==> config.mk <==
export PLATFORM = sky130hd
export DESIGN_NAME = ud_counter_param
export DESIGN_NICKNAME = d
export VERILOG_FILES = /design/src/rtl/ud_counter_pkg.sv /design/src/rtl/seg7_hex.sv /design/src/rtl/ud_counter_param.sv
export SDC_FILE = /design/constraint.sdc
export NUM_CORES = 1
export LEC_CHECK = 0
export ABC_AREA = 1
export CAP_MARGIN = 20
export CORE_MARGIN = 2
export CORE_UTILIZATION = 45
export DETAILED_ROUTE_END_ITERATION = 6
export GPL_ROUTABILITY_DRIVEN = 0
export PLACE_DENSITY = 0.84
export SKIP_CTS_REPAIR_TIMING = 1
export SLEW_MARGIN = 30
export SYNTH_ARGS = -nofsm -noshare
export SYNTH_HDL_FRONTEND = slang
export SYNTH_SLANG_ARGS = --single-unit
==> constraint.sdc <==
create_clock -name cp -period 2.12 [get_ports cp]
set_clock_uncertainty 0.1 [all_clocks]
set_input_delay 0.53 -clock cp [delete_from_list [all_inputs] [get_ports cp]]
set_output_delay 0.53 -clock cp [all_outputs]
set_load 0.03 [all_outputs]
==> src/rtl/ud_counter_pkg.sv <==
// ---------------------------------------------------------------------------
// ud_counter_pkg
// Shared constants for the up/down counter and the hex segment decoder.
//   SEG_0..SEG_F : segment patterns {a,b,c,d,e,f,g}, active-high
//   SEG_BLANK    : all segments off
//   DIR_UP/DOWN  : values of the direction input
// ---------------------------------------------------------------------------
package ud_counter_pkg;

   localparam logic [6:0] SEG_0     = 7'b1111110;
   localparam logic [6:0] SEG_1     = 7'b0110000;
   localparam logic [6:0] SEG_2     = 7'b1101101;
   localparam logic [6:0] SEG_3     = 7'b1111001;
   localparam logic [6:0] SEG_4     = 7'b0110011;
   localparam logic [6:0] SEG_5     = 7'b1011011;
   localparam logic [6:0] SEG_6     = 7'b1011111;
   localparam logic [6:0] SEG_7     = 7'b1110000;
   localparam logic [6:0] SEG_8     = 7'b1111111;
   localparam logic [6:0] SEG_9     = 7'b1111011;
   localparam logic [6:0] SEG_A     = 7'b1110111;
   localparam logic [6:0] SEG_B     = 7'b0011111;
   localparam logic [6:0] SEG_C     = 7'b1001110;
   localparam logic [6:0] SEG_D     = 7'b0111101;
   localparam logic [6:0] SEG_E     = 7'b1001111;
   localparam logic [6:0] SEG_F     = 7'b1000111;
   localparam logic [6:0] SEG_BLANK = 7'b0000000;

   localparam logic DIR_UP   = 1'b1;
   localparam logic DIR_DOWN = 1'b0;

endpackage

==> src/rtl/seg7_hex.sv <==
// ---------------------------------------------------------------------------
// seg7_hex
// Combinational hex (0..F) to 7-segment decoder.
//   i_hex [3:0] : value to show
//   o_seg [6:0] : segments {a,b,c,d,e,f,g}, active-high
// ---------------------------------------------------------------------------
module seg7_hex
   import ud_counter_pkg::*;
(
   input  logic [3:0] i_hex,
   output logic [6:0] o_seg
);

   always_comb begin
      o_seg = SEG_BLANK;
      case (i_hex)
         4'h0: o_seg = SEG_0;
         4'h1: o_seg = SEG_1;
         4'h2: o_seg = SEG_2;
         4'h3: o_seg = SEG_3;
         4'h4: o_seg = SEG_4;
         4'h5: o_seg = SEG_5;
         4'h6: o_seg = SEG_6;
         4'h7: o_seg = SEG_7;
         4'h8: o_seg = SEG_8;
         4'h9: o_seg = SEG_9;
         4'hA: o_seg = SEG_A;
         4'hB: o_seg = SEG_B;
         4'hC: o_seg = SEG_C;
         4'hD: o_seg = SEG_D;
         4'hE: o_seg = SEG_E;
         4'hF: o_seg = SEG_F;
         default: o_seg = SEG_BLANK;
      endcase
   end

endmodule

==> src/rtl/ud_counter_param.sv <==
// ---------------------------------------------------------------------------
// ud_counter_param
// Parametrised up/down modulo counter with enable, synchronous load,
// wrap-or-saturate mode, terminal-count pulse, sticky wrap flag and a
// hex display of the low nibble.
//
// Parameters:
//   WIDTH   : counter width, 4..16
//   MODULUS : count range 0..MODULUS-1, 2..2^WIDTH
// Ports:
//   cp      : clock, rising edge
//   reset   : asynchronous reset, active-low
//   en      : count enable
//   x       : direction, 1 = up, 0 = down
//   load    : synchronous load of din (clamped to MODULUS-1)
//   din     : load value
//   sat     : 1 = saturate at the ends, 0 = wrap
//   out     : registered count
//   tc      : registered one-cycle pulse on each wrap
//   wrapped : sticky wrap flag, cleared by reset or load
//   display : 7-segment pattern of out[3:0]
// Build option:
//   UD_COUNTER_SEG_EN : when defined, seg7_hex drives display; otherwise
//                       display is tied to all-off.
// ---------------------------------------------------------------------------
module ud_counter_param
   import ud_counter_pkg::*;
#(
   parameter int WIDTH   = 4,
   parameter int MODULUS = 16
)
(
   input  logic             cp,
   input  logic             reset,
   input  logic             en,
   input  logic             x,
   input  logic             load,
   input  logic [WIDTH-1:0] din,
   input  logic             sat,
   output logic [WIDTH-1:0] out,
   output logic             tc,
   output logic             wrapped,
   output logic [6:0]       display
);

   // The count lives in a WIDTH+1 register so that MODULUS = 2^WIDTH never
   // aliases in the compare/increment path; the top bit is always zero.
   localparam logic [WIDTH:0] MAX_V = (WIDTH+1)'(MODULUS - 1);

   logic [WIDTH:0] r_cnt;
   logic           r_tc;
   logic           r_wrapped;

   logic [WIDTH:0] w_din;
   logic [WIDTH:0] w_din_clamp;
   logic [WIDTH:0] w_cnt_nxt;
   logic           w_tc_nxt;
   logic           w_wrapped_nxt;

   assign w_din       = {1'b0, din};
   assign w_din_clamp = (w_din > MAX_V) ? MAX_V : w_din;

   always_comb begin
      w_cnt_nxt     = r_cnt;
      w_tc_nxt      = 1'b0;
      w_wrapped_nxt = r_wrapped;
      if (load) begin
         w_cnt_nxt     = w_din_clamp;
         w_wrapped_nxt = 1'b0;
      end else if (en) begin
         if (x == DIR_UP) begin
            if (r_cnt < MAX_V) begin
               w_cnt_nxt = r_cnt + 1'b1;
            end else if (!sat) begin
               w_cnt_nxt     = '0;
               w_tc_nxt      = 1'b1;
               w_wrapped_nxt = 1'b1;
            end
         end else begin
            if (r_cnt != '0) begin
               w_cnt_nxt = r_cnt - 1'b1;
            end else if (!sat) begin
               w_cnt_nxt     = MAX_V;
               w_tc_nxt      = 1'b1;
               w_wrapped_nxt = 1'b1;
            end
         end
      end
   end

   always_ff @(posedge cp or negedge reset) begin
      if (!reset) begin
         r_cnt     <= '0;
         r_tc      <= 1'b0;
         r_wrapped <= 1'b0;
      end else begin
         r_cnt     <= w_cnt_nxt;
         r_tc      <= w_tc_nxt;
         r_wrapped <= w_wrapped_nxt;
      end
   end

   assign out     = r_cnt[WIDTH-1:0];
   assign tc      = r_tc;
   assign wrapped = r_wrapped;

`ifdef UD_COUNTER_SEG_EN
   seg7_hex u_seg7_hex (
      .i_hex (r_cnt[3:0]),
      .o_seg (display)
   );
`else
   assign display = SEG_BLANK;
`endif

endmodule
Yosys cells after proc, flatten, opt, wreduce, memory -nomap -nowiden

Index checks and enable logic that the tools add are counted.

Add/subtract/negate cells: 2
$mul: 0
Div/mod/pow operators: 0
Magnitude comparators: 2
Equality and inequality tests: 4
Shift operators: 0
Muxes and demuxes: 20
Bitwise logic cells: 0
Reductions and logical operators: 4

Operators by type and width:

| kind                                                                    | count |
|---|---|
| 5-bit 2-to-1 mux                                                        | 7 |
| 1-bit 2-to-1 mux                                                        | 12 |
| 4-bit by 3-bit inequality test with 1-bit output, second input constant | 2 |
| 3-bit inequality test, second input constant                            | 2 |
| 3-bit AND reduction                                                     | 2 |
| 5-bit by 1-bit adder with 5-bit output, second input constant           | 1 |
| 5-bit by 4-bit < comparator with 1-bit output, second input constant    | 1 |
| 5-bit nonzero test                                                      | 1 |
| 5-bit by 1-bit subtractor with 5-bit output, second input constant      | 1 |
| 4-bit > comparator, second input constant                               | 1 |
| 4-bit 2-to-1 mux                                                        | 1 |
| 2-bit nonzero test                                                      | 1 |

Register bits after elaboration: 7
Latch bits: 0
Memory bits (writable): 0
Memory bits (read-only): 0
Input port bits: 10
Output and inout port bits: 13
Memories: 0

Logic depth before layout (Yosys ltp)

Gate-level depths: netlist (run 1).

Depth in word-level cells: 5
Depth in mapped cells: 9
Depth with buffers taken out: 9

Worst setup path after synthesis (run 1)

No wires, ideal clock.

Path kind: register -> register
Start: register r_cnt[0]
End: register r_cnt[2]
Library setup time: 0.123 ns
Arrival time: 1.324 ns
Data required time: 1.897 ns
Setup slack: 0.574 ns
Stages on the path, launching flop included: 10
Cell sequence: dfrtp_1 inv_1 ha_1 or2_2 nand3_1 nand2_1 inv_1 nand2_1 nand2_1 o21ai_1

Longest elaborated chain between the ends: 5
Elaborated cells on any way between the ends: 12
Those cells by class: add/sub (2); order compare (1); eq/ne (2); mux (5); reduce/logical (2)

RTL lines:

| what                                                                      | line                                           | RTL |
|---|---|---|
| from (decl)                                                               | ud_counter_param.sv:50                         | `logic [WIDTH:0] r_cnt;` |
| from (signal assigned)                                                    | ud_counter_param.sv:97                         | `r_cnt <= w_cnt_nxt;` |
| 5-bit by 1-bit subtractor with 5-bit output, or another cell as far along | ud_counter_param.sv:81                         | `w_cnt_nxt = r_cnt - 1'b1;` |
| 5-bit 2-to-1 mux, on equally long branches                                | ud_counter_param.sv:80, ud_counter_param.sv:72 |  |
| 5-bit 2-to-1 mux                                                          | ud_counter_param.sv:71                         | `if (x == DIR_UP) begin` |
| 5-bit 2-to-1 mux                                                          | ud_counter_param.sv:70                         | `end else if (en) begin` |
| 5-bit 2-to-1 mux                                                          | ud_counter_param.sv:67                         | `if (load) begin` |

Several ways; a longest one is shown, not always the timed one. The select of a mux whose other input is x is not followed.
A chain may end at the register's enable or synchronous reset.

Worst setup path after layout (run 1)

Start: register r_cnt[3]
End: output out[3]

RTL lines:

| what      | line                   | RTL |
|---|---|---|
| to (decl) | ud_counter_param.sv:40 | `output logic [WIDTH-1:0] out,` |

No word-level cell between the ends.

==> flow_summary.yaml, run 1 <==
finish:
  diodes: 0
  final_common_cell: "nand2_1"
  area_growth_syn_to_layout_pct: 20.5
  final_area_um2: 861
  final_cell_mix: "nand2_1 (28), clkdlybuf4s50_1 (14), inv_1 (13)"
  nNetsFinal: 136
  drive_gt1_share_pct: 14.6
clock_tree:
  h-tree-depth: 1
  worstSkewPairLatency_ns: 0.25
  clock-sinks: 7
  cts_buffers: 3
  cts_tree: "built"
  clockRootBuffer: "clkbuf_4"
  cts_buffer_depth: 2
  path_clk_slew_ns: 0.05
route:
  drc: 0
  drtAntennaViolNets: 0
  drt-pass1-iter-count: 4
  vias_per_cell: 4.99
  vias: 694
  drt-initial-drc-count: 13
  wl_per_cell_um: 10.8
  wirelength_um: 1500
synthesis:
  avgSynthCellArea_um2: 6.68
  syn_area_um2: 714
  ys_ff_latch: 7
  ys_seq_area_share_pct: 24.5
  synthCells: 107
  yosys_warnings: 0
  synth_cell_type_count: 20
timing:
  max_freq_mhz: 524
  drv_slew: 0
  period_minus_slack_ns: 1.91
  setup_viol: 0
  finalHoldViolations: 0
  rsz0062_at_grt: "false"
  min_period_over_period_pct: 90.0
  setup_tns_ns: 0
worst_setup_path:
  crit_chain: "clkdlybuf4s50_1"
  crit_type: "flip-flop to output pin"
  slowest_stage: "clkdlybuf4s50_1"
  cp.buffers_inverters: 1
  startpoint_type: "flip-flop"
  crit_family: "buffers and inverters"
  slowest_delay_ns: 0.67
  end_kind: "output pin"
  required_ns: 1.49
  path_max_fanout: 2
  rrSetupSlack_ns: 0.45
  worstPathArrival_ns: 1.28
power_and_ir_drop:
  p_total_uw: 614
  power_leakage_nw: 0.462
  power.density_mw_per_mm2: 713
  peakVddDrop_mv: 0.437
global_routing:
  antenna_found_initial: 0
  grt_max_degree: 10
  grt_pass1_vias: 670
  grt-ovfl-total: 0
  grt_pass1_wl_um: 2590
  grt_use_total_pct: 18.5
min_path:
  hold_class: "flip-flop to flip-flop"
place:
  post-dp-hpwl_um: 1220
  post_dp_cell_area_um2: 832
  port_buffers: 15
floorplan:
  die_h_um: 43.8
  initial_utilization_pct: 48.0
  placementRows: 14
  die_area_mm2: 0.00192
  core_area_mm2: 0.00149
  pin_count: 23
  die_x_um: 43.8
run_status:
  outcome: "complete, no violations"
run:
  cap_violations: 0
-- worst min-delay path: cells and delay by family (launching register included) --
kind             cells  cell delay, ns
AND/OR/NAND/NOR      1            0.05
AO/OA/AOI/OAI        1            0.08
flip-flops           1            0.34
-- report_power, final --
part / total [mW] / internal (mW) / switching, mW / leakage, nW
registers: 0.174 / 0.156 / 0.0179 / 0.0871
clock network: 0.119 / 0.0717 / 0.0473 / 0.0150
logic: 0.321 / 0.125 / 0.196 / 0.360
-- stage by stage --
stage | worst slack, ns | hold slack, ns | utilization [%] | cells
after floorplan | 0.574 | 0.134 | - | 113
after global placement | 0.158 | 0.396 | 55.9 | 135
after detailed placement | 0.0917 | 0.404 | 55.9 | 135
after CTS | 0.0339 | 0.416 | 57.6 | 139
after global routing | 0.154 | 0.453 | 57.8 | 139
final | 0.211 | 0.408 | 57.8 | 139
-- routing by layer --
layer / routed length (um) / up-vias / track usage [%]
met5: 0 / - / 0
met4: 14 / 0 / 6.06
met3: 143 / 2 / 7.92
met2: 763 / 31 / 31.8
met1: 581 / 313 / 20.4
li1: - / 348 / -
-- kinds of logic (layout without fill, tap and decap cells) --
kind of cell             Yosys count  in the layout  share of synthesized area, %
buffers and inverters             28             38                          22.6
AND/OR/NAND/NOR                   60             60                          42.6
other                              1              7                         0.525
flip-flops                         7              7                          24.5
adder cells (fa/ha/maj)            2              2                          3.50
AO/OA/AOI/OAI                      9              9                          6.30
-- cell usage after synthesis --
library cell | number | area share (%)
nand4_1 | 4 | 3.5
a21oi_1 | 4 | 2.8
nor2_1 | 12 | 6.3
nand3_1 | 7 | 4.9
o21ai_1 | 2 | 1.4
inv_2 | 2 | 1.1
buf_6 | 2 | 3.2
buf_4 | 11 | 12
or2_2 | 2 | 1.8
inv_1 | 13 | 6.8
conb_1 | 1 | 0.52
ha_1 | 2 | 3.5
nand3_2 | 3 | 4.2
nor2_2 | 1 | 0.88
dfrtp_1 | 7 | 25
o21ai_0 | 3 | 2.1
nand3_4 | 1 | 2.5
nand2_2 | 1 | 0.88
nand4_4 | 1 | 3.0
nand2_1 | 28 | 15
-- state kept, by name, summed over array words and instances, names as in the netlist --
register	count
r_cnt	5
tc	1
wrapped	1
-- worst paths after layout --
check / from / end / depth (start not counted)
worst max-delay path: r_cnt[3] / out[3] / 1
min in group asynchronous: reset / r_cnt[2] / 1
worst max register to register: r_cnt[0] / r_cnt[2] / 9
worst min register to register: wrapped / wrapped / 2
worst min-delay path: wrapped / wrapped / 2
max in group asynchronous: reset / wrapped / 1
-- layout make-up --
class / count / area, um^2
Fill cell: 144 / 628
Multi-Input combinational cell: 78 / 400
Timing Repair Buffer: 19 / 183
Sequential cell: 7 / 175
Inverter: 15 / 56.3
Clock buffer: 4 / 26.3
Tap cell: 16 / 20.0
Power figures use the tool's default switching activity.
==> run 2, diff against run 1 <==
CORE_MARGIN = not set   (was 2)
CORE_UTILIZATION = 48   (was 45)
PLACE_DENSITY = 0.89   (was 0.84)
clock period = 2.31 ns   (was 2.12 ns; I/O delays follow)
==> flow_summary.yaml, run 2 (synthesis gave the netlist of run 1 again) <==
run_status:
  outcome: "complete, no violations"
global_routing:
  antenna_found_initial: 0
  grt_pass1_wl_um: 2480
  grt-ovfl-total: 0
  grt_max_degree: 10
  grt_use_total_pct: 23.2
  grt_pass1_vias: 614
power_and_ir_drop:
  power.density_mw_per_mm2: 658
  swShare_pct: 42.7
  switching_power_uw: 236
  p_comb_share_pct: 50.4
  peakVddDrop_mv: 0.455
  p_clk_share_pct: 19.2
  pwr-share-seq_pct: 30.3
  power_leakage_nw: 0.441
  internal-power_uw: 317
run:
  cap_violations: 0
floorplan:
  die_h_um: 40.6
  die_x_um: 40.6
  placementRows: 13
  initial_utilization_pct: 52.9
  die_area_mm2: 0.00165
  core_area_mm2: 0.00135
  pin_count: 23
timing:
  finalWorstSetupSlack_ns: 0.183
  period_minus_slack_ns: 2.13
  max_freq_mhz: 470
  setup_viol: 0
  min_period_over_period_pct: 92.1
  finalHoldViolations: 0
  setup_tns_ns: 0
  rsz0062_at_grt: "false"
  drv_slew: 0
finish:
  area_growth_syn_to_layout_pct: 17.9
  drive_gt1_share_pct: 13.2
  final_common_cell: "nand2_1"
  largest_register_ffs: 5
  regMostFlops: "r_cnt"
  final_cell_mix: "nand2_1 (28), clkdlybuf4s50_1 (15), inv_1 (13)"
  nNetsFinal: 134
  diodes: 0
  fillers: 135
  fin_util_pct: 62.4
route:
  m1WireLength_um: 616
  wl_met3_um: 92
  route.met2.wl_um: 747
  vias_per_cell: 4.97
  drtAntennaViolNets: 0
  wirelength_um: 1470
  wl_per_cell_um: 10.8
  drt-pass1-iter-count: 4
  drt-initial-drc-count: 25
  drc: 0
  top_layer: "met4"
  vias: 676
worst_setup_path:
  required_ns: 1.63
  end_kind: "output pin"
  path_max_fanout: 6
  slowest_delay_ns: 0.72
  slowest_stage: "clkdlybuf4s50_1"
  crit_type: "flip-flop to output pin"
  crit_family: "buffers and inverters"
  cp.buffers_inverters: 1
  worstPathArrival_ns: 1.45
  startpoint_type: "flip-flop"
  crit_chain: "clkdlybuf4s50_1"
clock_tree:
  path_clk_slew_ns: 0.05
  h-tree-depth: 1
  cts_buffer_depth: 2
  cts_buffers: 3
  cts_tree: "built"
  worstSkewPairLatency_ns: 0.24
  clockRootBuffer: "clkbuf_4"
  clock-sinks: 7
place:
  post-dp-hpwl_um: 1180
  port_buffers: 15
  pre_cts_slack_ns: 0.212
min_path:
  hold_class: "flip-flop to flip-flop"
[run 2: cell count changes in the layout (fill, tap and decap cells not counted), sizes merged]
cell           change
buf                -2
clkdlybuf4s50      +1
dlymetal6s2s       -1
[run 2: final timing paths]
check                      startpoint       end  slack [ns]  cells past startpoint
max in group asynchronous       reset        tc        1.39                      1
min                           wrapped   wrapped        0.42                      2
max reg2reg                  r_cnt[0]  r_cnt[2]        0.61                      9
min reg2reg                   wrapped   wrapped        0.42                      2
max                          r_cnt[0]    out[0]        0.18                      1
min in group asynchronous       reset  r_cnt[2]        0.49                      1
[run 2: final cells by class]
type                       instances  area (um^2)  share of cell area (%)
multi-input combinational         78          400                    47.5
sequential                         7          175                    20.8
timing repair buffer              17          165                    19.6
inverter                          15         56.3                    6.69
clock buffer                       4         26.3                    3.12
tap                               15         18.8                    2.23
[run 2: stage by stage]
| stage | hold WS [ns] | total power, mW | cell area, um^2 | instances |
|---|---|---|---|---|
| finish | 0.422 | 0.554 | 842 | 136 |
| global route | 0.493 | 0.606 | 842 | 136 |
| CTS | 0.423 | 0.561 | 842 | 136 |
| detailed placement | 0.404 | 0.448 | 816 | 132 |
| global placement | 0.392 | 0.444 | 816 | 132 |
| floorplan | 0.182 | 0.387 | 737 | 113 |
[run 2: layer usage]
metal	GRT usage, %	up-vias
met5	0	-
met1	27.7	297
li1	-	351
met4	5.00	0
met3	11.1	4
met2	37.3	24
[run 2: power by group through the flow]
stage	logic [mW]	clock network, mW	registers, mW
finish	0.279	0.106	0.168
global route	0.312	0.123	0.170
CTS	0.280	0.113	0.168
detailed placement	0.279	0	0.169
global placement	0.274	0	0.170
floorplan	0.208	0	0.180
==> run 3, diff against run 2 <==
ABC_AREA = 0   (was 1)
CORE_UTILIZATION = 46   (was 48)
PLACE_DENSITY = 0.88   (was 0.89)
SLEW_MARGIN = 15   (was 30)
==> flow_summary.yaml, run 3 <==
timing:
  min_period_over_period_pct: 93.1
  max_freq_mhz: 465
  setup_tns_ns: 0
  finalHoldViolations: 0
  setup_viol: 0
  drv_slew: 0
  period_minus_slack_ns: 2.15
  rsz0062_at_grt: "false"
finish:
  nNetsFinal: 101
  final_common_cell: "clkdlybuf4s50_1"
  fillers: 137
  regMostFlops: "r_cnt"
  final_cell_mix: "clkdlybuf4s50_1 (15), conb_1 (7), dfrtp_1 (7)"
  fin_util_pct: 59.1
  register_area_um2: 175
  drive_gt1_share_pct: 14.8
  largest_register_ffs: 5
  multi_input_area_um2: 372
  area_growth_syn_to_layout_pct: 20.6
  diodes: 0
synthesis:
  async_flop_share_pct: 100
  synthAdderAreaFrac_pct: 3.92
  synth_top_cell_by_area: "dfrtp_1"
  avgSynthCellArea_um2: 8.51
  synth_most_common_cell: "buf_4"
  ys_top_cells_by_area: "dfrtp_1 (27%), buf_4 (14%), o21ai_0 (4.7%)"
  synthXorXnorAreaFrac_pct: 1.37
  synth_top_flop_cell: "dfrtp_1"
  yosys-top-cells-count: "buf_4 (12), dfrtp_1 (7), o21ai_0 (6), a21oi_1 (5), inv_1 (5)"
  ys_seq_area_share_pct: 27.5
  yosys_warnings: 0
  ys_ff_latch: 7
  synthCells: 75
  synth_simple_gate_area_share_pct: 21.0
  synth_edf_count: 0
  synth.area.mux_share_pct: 3.14
  synth_top_area_share_pct: 27.5
  syn_area_um2: 638
  synth_compound_area_share_pct: 24.7
  synth_top_family_by_area: "compound AO/OA/AOI/OAI gates"
  synth_cell_type_count: 31
place:
  port_buffers: 15
  post-dp-hpwl_um: 910
route:
  drc: 0
  vias: 548
  m1WireLength_um: 535
  wl_met3_um: 60
  drt-initial-drc-count: 11
  top_layer: "met4"
  wirelength_um: 1220
  wl_per_cell_um: 11.9
  vias_per_cell: 5.32
  drt-pass1-iter-count: 4
  route.met2.wl_um: 598
  drtAntennaViolNets: 0
global_routing:
  grt_pass1_vias: 473
  grt_pass1_wl_um: 1970
  antenna_found_initial: 0
  grt_max_degree: 14
  grt_use_total_pct: 20.1
  grt-ovfl-total: 0
floorplan:
  die_area_mm2: 0.00154
  initial_utilization_pct: 49.0
  die_h_um: 39.2
  core_area_mm2: 0.00130
  die_x_um: 39.2
  placementRows: 13
  pin_count: 23
power_and_ir_drop:
  power_leakage_nw: 0.331
  peakVddDrop_mv: 0.344
  power.density_mw_per_mm2: 555
clock_tree:
  clockRootBuffer: "clkbuf_4"
  clock-sinks: 7
  h-tree-depth: 1
  cts_tree: "built"
  worstSkewPairLatency_ns: 0.27
  cts_buffer_depth: 2
  cts_buffers: 3
  path_clk_slew_ns: 0.06
worst_setup_path:
  crit_end: "out[2]"
  startpoint_type: "flip-flop"
  cp_num_cells: 1
  path_max_fanout: 9
  crit_type: "flip-flop to output pin"
  crit_family: "buffers and inverters"
  rrSetupSlack_ns: 0.27
  end_kind: "output pin"
  crit_chain: "clkdlybuf4s50_1"
  slowest_stage: "clkdlybuf4s50_1"
  cp.buffers_inverters: 1
  worstPathArrival_ns: 1.47
  required_ns: 1.63
  r2r-start: "r_cnt[0]"
  setup.worst_path.start: "r_cnt[2]"
  reg2reg_to: "r_cnt[1]"
  slowest_delay_ns: 0.72
  rr_worst_depth: 7
run:
  cap_violations: 0
run_status:
  outcome: "complete, no violations"
min_path:
  hold_class: "flip-flop to flip-flop"
-- run 3: how the worst min path moves through the flow --
stage                        from       end  slack [ns]  cells past startpoint
final                     wrapped   wrapped        0.42                      2
after global routing      wrapped   wrapped        0.44                      2
after CTS                 wrapped   wrapped        0.42                      2
after detailed placement  wrapped   wrapped        0.41                      2
after global placement    wrapped   wrapped        0.40                      2
after floorplan             reset  r_cnt[0]        0.18                      0
-- run 3: tightest hold or removal path, delay by kind of cell, from the launching register on --
kind / cells / cell delay (ns)
flops: 1 / 0.38
buf+inv: 1 / 0.05
compound gates: 1 / 0.05
-- run 3: cells by family (layout without fill, tap and decap cells) --
family / after synthesis / after routing
AO/OA/AOI/OAI: 21 / 21
XOR/XNOR: 1 / 1
adder cells (fa/ha/maj): 2 / 2
buffers and inverters: 18 / 25
flip-flops: 7 / 7
multiplexers: 2 / 2
other: 1 / 7
AND/OR/NAND/NOR: 23 / 23
-- run 3: layer usage --
layer,vias up,global-route usage (%)
met4,0,10.3
met5,-,0
met1,256,23.3
li1,272,-
met3,6,6.94
met2,14,32.1
-- run 3: where the power goes --
group / leakage (nW) / internal [mW] / total, mW / switching [mW]
clock network: 0.0177 / 0.0639 / 0.121 / 0.0570
registers: 0.0895 / 0.133 / 0.154 / 0.0211
logic: 0.224 / 0.0680 / 0.152 / 0.0841
total: 0.331 / 0.265 / 0.427 / 0.162
-- run 3: area by class of cell --
cell class	instances	share of cell area [%]
inverter	5	2.44
clock inverter	1	0.650
timing repair buffer	16	20.5
multi-input combinational	56	48.3
tap	15	2.44
clock buffer	3	2.93
sequential	7	22.8
-- run 3: per-stage QoR --
stage	cell area (um^2)	setup WS, ns	hold slack [ns]	instances	total power [mW]
2_1_floorplan	661	0.524	0.182	81	0.277
3_3_place_gp	742	0.150	0.401	99	0.304
3_5_place_dp	742	0.111	0.414	99	0.308
4_1_cts	769	0.170	0.423	103	0.428
5_1_grt	769	0.107	0.441	103	0.453
6_report	769	0.159	0.422	103	0.427
